`config.mk`:
```
export PLATFORM = sky130hd
export DESIGN_NAME = pwm_duty_meter
export DESIGN_NICKNAME = d
export VERILOG_FILES = /design/src/rtl/pwm_duty_meter.sv
export SDC_FILE = /design/constraint.sdc
export NUM_CORES = 1
export LEC_CHECK = 0
export CORE_MARGIN = 1
export CORE_UTILIZATION = 58
export CTS_BUF_LIST = sky130_fd_sc_hd__clkbuf_8
export DETAILED_ROUTE_END_ITERATION = 8
export PLACE_DENSITY = 0.85
export REMOVE_ABC_BUFFERS = 1
export SLEW_MARGIN = 20
export SYNTH_ARGS = -nofsm -noshare
export SYNTH_HDL_FRONTEND = slang
export SYNTH_SLANG_ARGS = --single-unit
```
`constraint.sdc`:
```
create_clock -name sys_clk -period 2.95 [get_ports sys_clk]
set_input_delay 0.295 -clock sys_clk [delete_from_list [all_inputs] [get_ports sys_clk]]
set_output_delay 0.295 -clock sys_clk [all_outputs]
set_load 0.005 [all_outputs]
```
`src/rtl/pwm_duty_meter.sv`:
```
// PWM on-time / period meter in 1 us ticks with stuck-line detection.
// Optional glitch filter enabled by defining PWM_METER_FILT_EN.
module pwm_duty_meter #(
    parameter logic [5:0]       CNT_1US_MAX = 6'd49,
    parameter int               CNT_W       = 11,
    parameter logic [CNT_W-1:0] TIMEOUT_US  = 11'd2000,
    parameter logic             ON_LEVEL    = 1'b0
) (
    input  logic             sys_clk,
    input  logic             sys_rst_n,
    input  logic             pwm_in,
    output logic [CNT_W-1:0] on_time,
    output logic [CNT_W-1:0] period,
    output logic             meas_valid,
    output logic             stuck,
    output logic             stuck_level
);

    localparam logic [CNT_W-1:0] TO_LAST = CNT_W'(TIMEOUT_US - 1);

    typedef enum logic [1:0] {
        IDLE,
        ON,
        OFF
    } state_t;

    state_t           state;
    logic             s1;
    logic             s2;
    logic             s3;
    logic             lvl;
    logic             on_edge;
    logic             off_edge;
    logic [5:0]       pre_cnt;
    logic             tick;
    logic [CNT_W-1:0] tick_cnt;
    logic [CNT_W-1:0] on_lat;
    logic             timeout;

    always_ff @(posedge sys_clk or negedge sys_rst_n) begin
        if (!sys_rst_n) begin
            s1 <= ~ON_LEVEL;
            s2 <= ~ON_LEVEL;
        end else begin
            s1 <= pwm_in;
            s2 <= s1;
        end
    end

`ifdef PWM_METER_FILT_EN
    // Filtered level follows s2 only after 4 consecutive differing clocks
    logic       filt;
    logic [1:0] flt_cnt;

    always_ff @(posedge sys_clk or negedge sys_rst_n) begin
        if (!sys_rst_n) begin
            filt    <= ~ON_LEVEL;
            flt_cnt <= 2'd0;
        end else if (s2 == filt) begin
            flt_cnt <= 2'd0;
        end else if (flt_cnt == 2'd3) begin
            filt    <= s2;
            flt_cnt <= 2'd0;
        end else begin
            flt_cnt <= flt_cnt + 2'd1;
        end
    end

    assign lvl = filt;
`else
    assign lvl = s2;
`endif

    always_ff @(posedge sys_clk or negedge sys_rst_n) begin
        if (!sys_rst_n) begin
            s3 <= ~ON_LEVEL;
        end else begin
            s3 <= lvl;
        end
    end

    assign on_edge  = (lvl == ON_LEVEL) && (s3 != ON_LEVEL);
    assign off_edge = (lvl != ON_LEVEL) && (s3 == ON_LEVEL);
    assign tick     = (pre_cnt == CNT_1US_MAX);
    // An on-edge in the same cycle always wins over the timeout
    assign timeout  = (state != IDLE) && tick && !on_edge &&
                      (tick_cnt == TO_LAST);

    always_ff @(posedge sys_clk or negedge sys_rst_n) begin
        if (!sys_rst_n) begin
            pre_cnt <= 6'd0;
        end else if (on_edge || tick) begin
            pre_cnt <= 6'd0;
        end else begin
            pre_cnt <= pre_cnt + 6'd1;
        end
    end

    always_ff @(posedge sys_clk or negedge sys_rst_n) begin
        if (!sys_rst_n) begin
            tick_cnt <= '0;
        end else if (on_edge) begin
            tick_cnt <= '0;
        end else if (tick && state != IDLE) begin
            tick_cnt <= tick_cnt + CNT_W'(1);
        end
    end

    always_ff @(posedge sys_clk or negedge sys_rst_n) begin
        if (!sys_rst_n) begin
            state       <= IDLE;
            on_lat      <= '0;
            on_time     <= '0;
            period      <= '0;
            meas_valid  <= 1'b0;
            stuck       <= 1'b0;
            stuck_level <= 1'b0;
        end else begin
            meas_valid <= 1'b0;
            unique case (state)
                IDLE: begin
                    if (on_edge) begin
                        stuck <= 1'b0;
                        state <= ON;
                    end
                end
                ON: begin
                    if (timeout) begin
                        stuck       <= 1'b1;
                        stuck_level <= s2;
                        state       <= IDLE;
                    end else if (off_edge) begin
                        on_lat <= tick_cnt;
                        state  <= OFF;
                    end
                end
                OFF: begin
                    if (on_edge) begin
                        on_time    <= on_lat;
                        period     <= tick_cnt;
                        meas_valid <= 1'b1;
                        stuck      <= 1'b0;
                        state      <= ON;
                    end else if (timeout) begin
                        stuck       <= 1'b1;
                        stuck_level <= s2;
                        state       <= IDLE;
                    end
                end
                default: state <= IDLE;
            endcase
        end
    end

endmodule
```
==> qor.yml, run 1 <==
tns_ps: 0
firstDrtPassIters: 4
worst-path-max-fanout: 12
post_cts_buffers: 0
final_common_cell: "dfrtp_1"
cts-htree-levels: 3
hp-class: "primary input to async pin"
clock-sinks: 58
via_per_inst: 5.69
ios: 28
finalSetupViolations: 0
core_area_mm2: 0.00412
power_uw: 2010
cts.repair.resized: 0
netlist-cell-type-count: 39
rows: 23
vias: 1616
netlist.top_cell.by_area: "dfrtp_1"
antenna_cells: 0
final.min_clock_period_ps: 2480
startpoint: "state[0]"
r2r-start: "state[0]"
end_kind: "flip-flop"
ant_nets: 0
area_growth_pct: 22.2
drv_cap: 0
initial_core_util_pct: 61.8
clockBufferDepth: 2
p_leak_uw: 0.00147
seq_area_frac_synth_pct: 57.2
multi_input_area_mm2: 0.00104
start_kind: "flip-flop"
syn_inst: 192
post-route-period-util_pct: 84.2
seqCellArea_mm2: 0.00146
dr.first_iter.drc_count: 84
grt_pass1_wl_mm: 7.67
worstSetupPathType: "flip-flop to flip-flop"
synth_area_leaders: "dfrtp_1 54%, mux2_2 11%, mux2_4 5.3%, ha_1 3.9%, dfstp_2 3.1%"
final_cell_mix: "55 x dfrtp_1, 26 x clkdlybuf4s50_1, 25 x mux2_2"
insertion_delay_ps: 340
cts_tree: "yes"
synth_area_per_cell_um2: 13.2
wl_per_cell_um: 17.0
hpwl_mm: 3.35
peakVddDrop_v: 0.000448
drc: 0
cts_made_buffers: 9
netlist_area_mm2: 0.00254
worstPathRequired_ps: 3180
fp.dieH_um: 68.2
antenna_found_initial: 0
layout.nets: 240
root_buffer: "clkbuf_8"
track_usage_pct: 24.5
yosysWarnings: 0
drive_gt1_share_pct: 26.9
synth-seq-cells: 58
relSlewSlack_pct: 42.3
yosysTopAreaCellShare_pct: 54.1
worstPathArrival_ps: 2710
fin_cells: 284
clk_pin_slew_worst_paths_ps: 70
grt_pass1_vias: 1580
slew_viol_final: 0
grt_max_degree: 36
status: "completed"
clock.fmax_mhz: 403
fin_skew_ps: 8.25
numPortBuffers: 27
tightest_slew_ps: 865
rsz0062_at_grt: "no"
cts_hold_buf: 0
hold_viol_final: 0
grt_overflow: 0
fillers: 256
gp_congestion: 0.808
p_per_area_mw_per_mm2: 648
die_w_um: 68.2
dieArea_mm2: 0.00465
dp.cells: 268
wl_mm: 4.84
synth_stat cells:
cell,instances
a211oi_1,2
a21oi_1,4
a32o_1,2
a32oi_1,1
and3_1,3
and4_1,1
buf_1,2
buf_6,1
clkbuf_1,2
dfrtp_1,55
dfstp_2,3
ha_1,8
inv_1,7
mux2_2,25
mux2_4,9
mux2i_1,1
nand2_1,6
nand2b_1,2
nand3_1,5
nand3_2,1
nand3b_1,1
nand4_1,2
nand4b_1,1
nor2_1,18
nor2b_1,2
nor3_1,1
nor3_4,1
nor3b_2,1
nor4_1,1
nor4b_4,1
nor4bb_1,1
o21a_1,1
o21ai_0,4
o31ai_1,1
or2_1,1
or2_2,1
or3_1,2
xnor2_1,4
xor2_1,8
through the flow:
stage	area, um2	hold WS [ps]	utilization (%)	setup WS, ps
after floorplan	2520	-0.591	-	622
after global placement	2880	350	69.9	318
after detailed placement	2880	349	70.0	499
after CTS	3110	31.1	75.6	492
after global routing	3110	68.9	75.6	329
final	3110	27.9	75.6	467
area by class of cell:
class / count / share of cell area, %
flip-flops and latches: 58 / 46.8
inverters: 7 / 0.845
well taps: 50 / 2.01
clock buffers: 10 / 4.43
multi-input cells: 122 / 33.5
clock inverters: 6 / 2.90
repair buffers: 31 / 9.50
routing by layer:
layer | track usage [%] | wire length, um
met1 | 27.6 | 2070
met2 | 40.4 | 2430
met3 | 10.5 | 238
met4 | 10.4 | 95
met5 | 0 | 0
worst paths after layout:
check	slack, ps	to	cells after the start
max	470	on_lat[0]	7
max reg2reg	470	on_lat[0]	7
max in group asynchronous	2170	s1	2
min reg2reg	360	lvl	0
min in group sys_clk	360	lvl	0
min	30	on_time[4]	1
power breakdown:
| group | leakage, uW | internal, uW | switching (uW) | total, uW |
|---|---|---|---|---|
| Combinational | 0.000576 | 138 | 167 | 305 |
| Sequential | 0.000793 | 833 | 58.1 | 891 |
| Clock | 0.000101 | 497 | 320 | 818 |
| Total | 0.00147 | 1470 | 545 | 2010 |
worst max-delay path: stages, from the launching register on:
cell and delay [ps]:
dfrtp_1 430, inv_1 110, ha_1 340, nor4b_4 100
nand3_2 140, nor3_4 80, nor3b_4 740, mux2_2 410
logic make-up (layout without fill, tap and decap cells):
kind of cell,count (synthesis),after routing,share of synthesized area [%]
AO/OA/AOI/OAI,15,15,3.89
XOR/XNOR,12,12,4.13
adder cells (fa/ha/maj),8,8,3.94
buffers and inverters,12,54,2.07
flip-flops,58,58,57.2
multiplexers,35,35,16.8
AND/OR/NAND/NOR,52,52,12.0
sequential cells by signal (all words and copies together), names as in the netlist:
name	cells
s1	1
on_time	11
stuck_level	1
period	11
state	2
lvl	1
stuck	1
meas_valid	1
tick_cnt	11
s3	1
pre_cnt	6
on_lat	11
(Power assumes the default switching activity.)
==> run 2, diff against run 1 <==
==> constraint.sdc (replaced) <==
create_clock -name sys_clk -period 2.3 [get_ports sys_clk]
set_input_delay 0.23 -clock sys_clk [delete_from_list [all_inputs] [get_ports sys_clk]]
set_output_delay 0.23 -clock sys_clk [all_outputs]
set_load 0.005 [all_outputs]
==> qor.yml, run 2 (synthesis results as in run 1) <==
root_buffer: "clkbuf_8"
dr.first_iter.drc_count: 57
ios: 28
placed_cell_area_mm2: 0.00302
finalSetupViolations: 0
tns_ps: 0
crit_chain: "ha_1 -> nor4b_4 -> nand3_2 -> nor3_4 -> nor3b_4 -> mux2_2"
post_cts_buffers: 0
wl_mm: 4.75
stdcell_area_mm2: 0.00320
clock.fmax_mhz: 462
end_kind: "flip-flop"
final_cell_mix: "55 x dfrtp_1, 26 x clkdlybuf4s50_1, 25 x mux2_2"
area_growth_pct: 25.8
r2r-start: "pre_cnt[0]"
hold_depth: 1
slew_viol_final: 0
r2r_slack_ps: 140
antenna_cells: 0
final.min_clock_period_ps: 2160
numPortBuffers: 27
relSlewSlack_pct: 43.1
cts_tree: "yes"
rows: 23
cts_made_buffers: 9
grt_pass1_wl_mm: 7.71
grt_max_degree: 59
hold_viol_final: 0
grt_pass1_vias: 1641
tightest_slew_ps: 853
start_kind: "flip-flop"
die_w_um: 68.2
ant_nets: 0
worst-path-max-fanout: 12
grt_overflow: 0
min_to: "s1"
fp.dieH_um: 68.2
hold_path.startpoint: "pwm_in"
fin_skew_ps: 8.74
hpwl_mm: 3.36
via_per_inst: 5.46
fin_cells: 299
clock-sinks: 58
critPathSlowestCell: "nor3b_4"
status: "completed"
clk_pin_slew_worst_paths_ps: 60
initial_core_util_pct: 61.8
vias: 1632
reg2reg_depth: 6
core_area_mm2: 0.00412
layout.nets: 256
cts-htree-levels: 3
worstPathArrival_ps: 2380
track_usage_pct: 23.7
final_common_cell: "dfrtp_1"
peakVddDrop_v: 0.000554
rsz0062_at_grt: "no"
dieArea_mm2: 0.00465
drive_gt1_share_pct: 30.5
startpoint: "pre_cnt[0]"
hp-class: "primary input to flip-flop"
r2r-end: "on_lat[1]"
insertion_delay_ps: 330
clockBufferDepth: 2
drv_cap: 0
p_per_area_mw_per_mm2: 753
dp.cells: 283
cpPeakStageDelay_ps: 710
worstPathRequired_ps: 2510
firstDrtPassIters: 4
p_leak_uw: 0.00156
post-route-period-util_pct: 94.1
wl_per_cell_um: 15.9
gp_congestion: 0.782
drc: 0
whs_ps: 318
antenna_found_initial: 0
worstSetupPathType: "flip-flop to flip-flop"
-- run 2: changes by cell type in the layout (fill, tap and decap cells not counted) --
cell and change:
buf_4 +13, clkinvlp_4 -4, clkinv_2 +3, buf_12 +2, bufinv_16 -2, clkbuf_8 +1, dlygate4sd3_1 +1, inv_1 +1
-- run 2: metal layers --
layer	part of all wire [%]	routed length (um)	track usage, %
met5	0	0	0
met4	1.6	77	10.7
met1	46	2180	29.2
met3	3.9	183	7.17
met2	49	2310	38.2
-- run 2: worst max-delay path by stage --
stage	end	slack [ps]	depth (start not counted)
6_report	on_lat[1]	140	6
5_1_grt	on_lat[1]	20	7
4_1_cts	on_lat[1]	100	7
3_5_place_dp	on_lat[1]	110	7
3_3_place_gp	on_lat[0]	-100	6
2_1_floorplan	on_lat[0]	-30	7
-- run 2: area by class of cell --
cell class,instances,area [um2]
timing repair buffer,47,443
fill,247,916
multi-input combinational,122,1040
sequential,58,1460
inverter,7,26.3
clock buffer,11,151
tap,50,62.6
clock inverter,4,18.8
-- run 2: repair_timing --
action / CTS / global route
hold endpoints to repair: 55 / 0
hold buffers: 1 / 0
endpoints found under the setup margin: 0 / 1
resized for setup: 0 / 0
-- run 2: power breakdown --
part | internal [uW] | switching, uW
combinational | 236 | 246
sequential | 1070 | 49.7
clock | 433 | 376
total | 1740 | 671
-- run 2: per-stage QoR --
stage	worst slack, ps	utilization [%]	power [uW]
final	135	77.7	2410
after global routing	16.5	77.7	2530
after CTS	100	77.7	2420
after detailed placement	114	73.4	1610
after global placement	-101	73.2	1570
after floorplan	-28.4	-	1420
-- run 2: worst max-delay path: cells and delay by family (launching register included) --
kind / cells / cell delay (ps)
muxes: 1 / 410
and+or+nand+nor: 4 / 1020
DFF: 1 / 390
adders and majority gates: 1 / 210
==> run 3, diff against run 2 <==
--- a/config.mk
+++ b/config.mk
@@ -5,6 +5,7 @@
 export SDC_FILE = /design/constraint.sdc
 export NUM_CORES = 1
 export LEC_CHECK = 0
+export ABC_CLOCK_PERIOD_IN_PS = 2300
 export CORE_MARGIN = 1
 export CORE_UTILIZATION = 58
 export CTS_BUF_LIST = sky130_fd_sc_hd__clkbuf_8
==> results of run 3 <==
The final DEF is identical to that of run 2; final timing and power are the same.
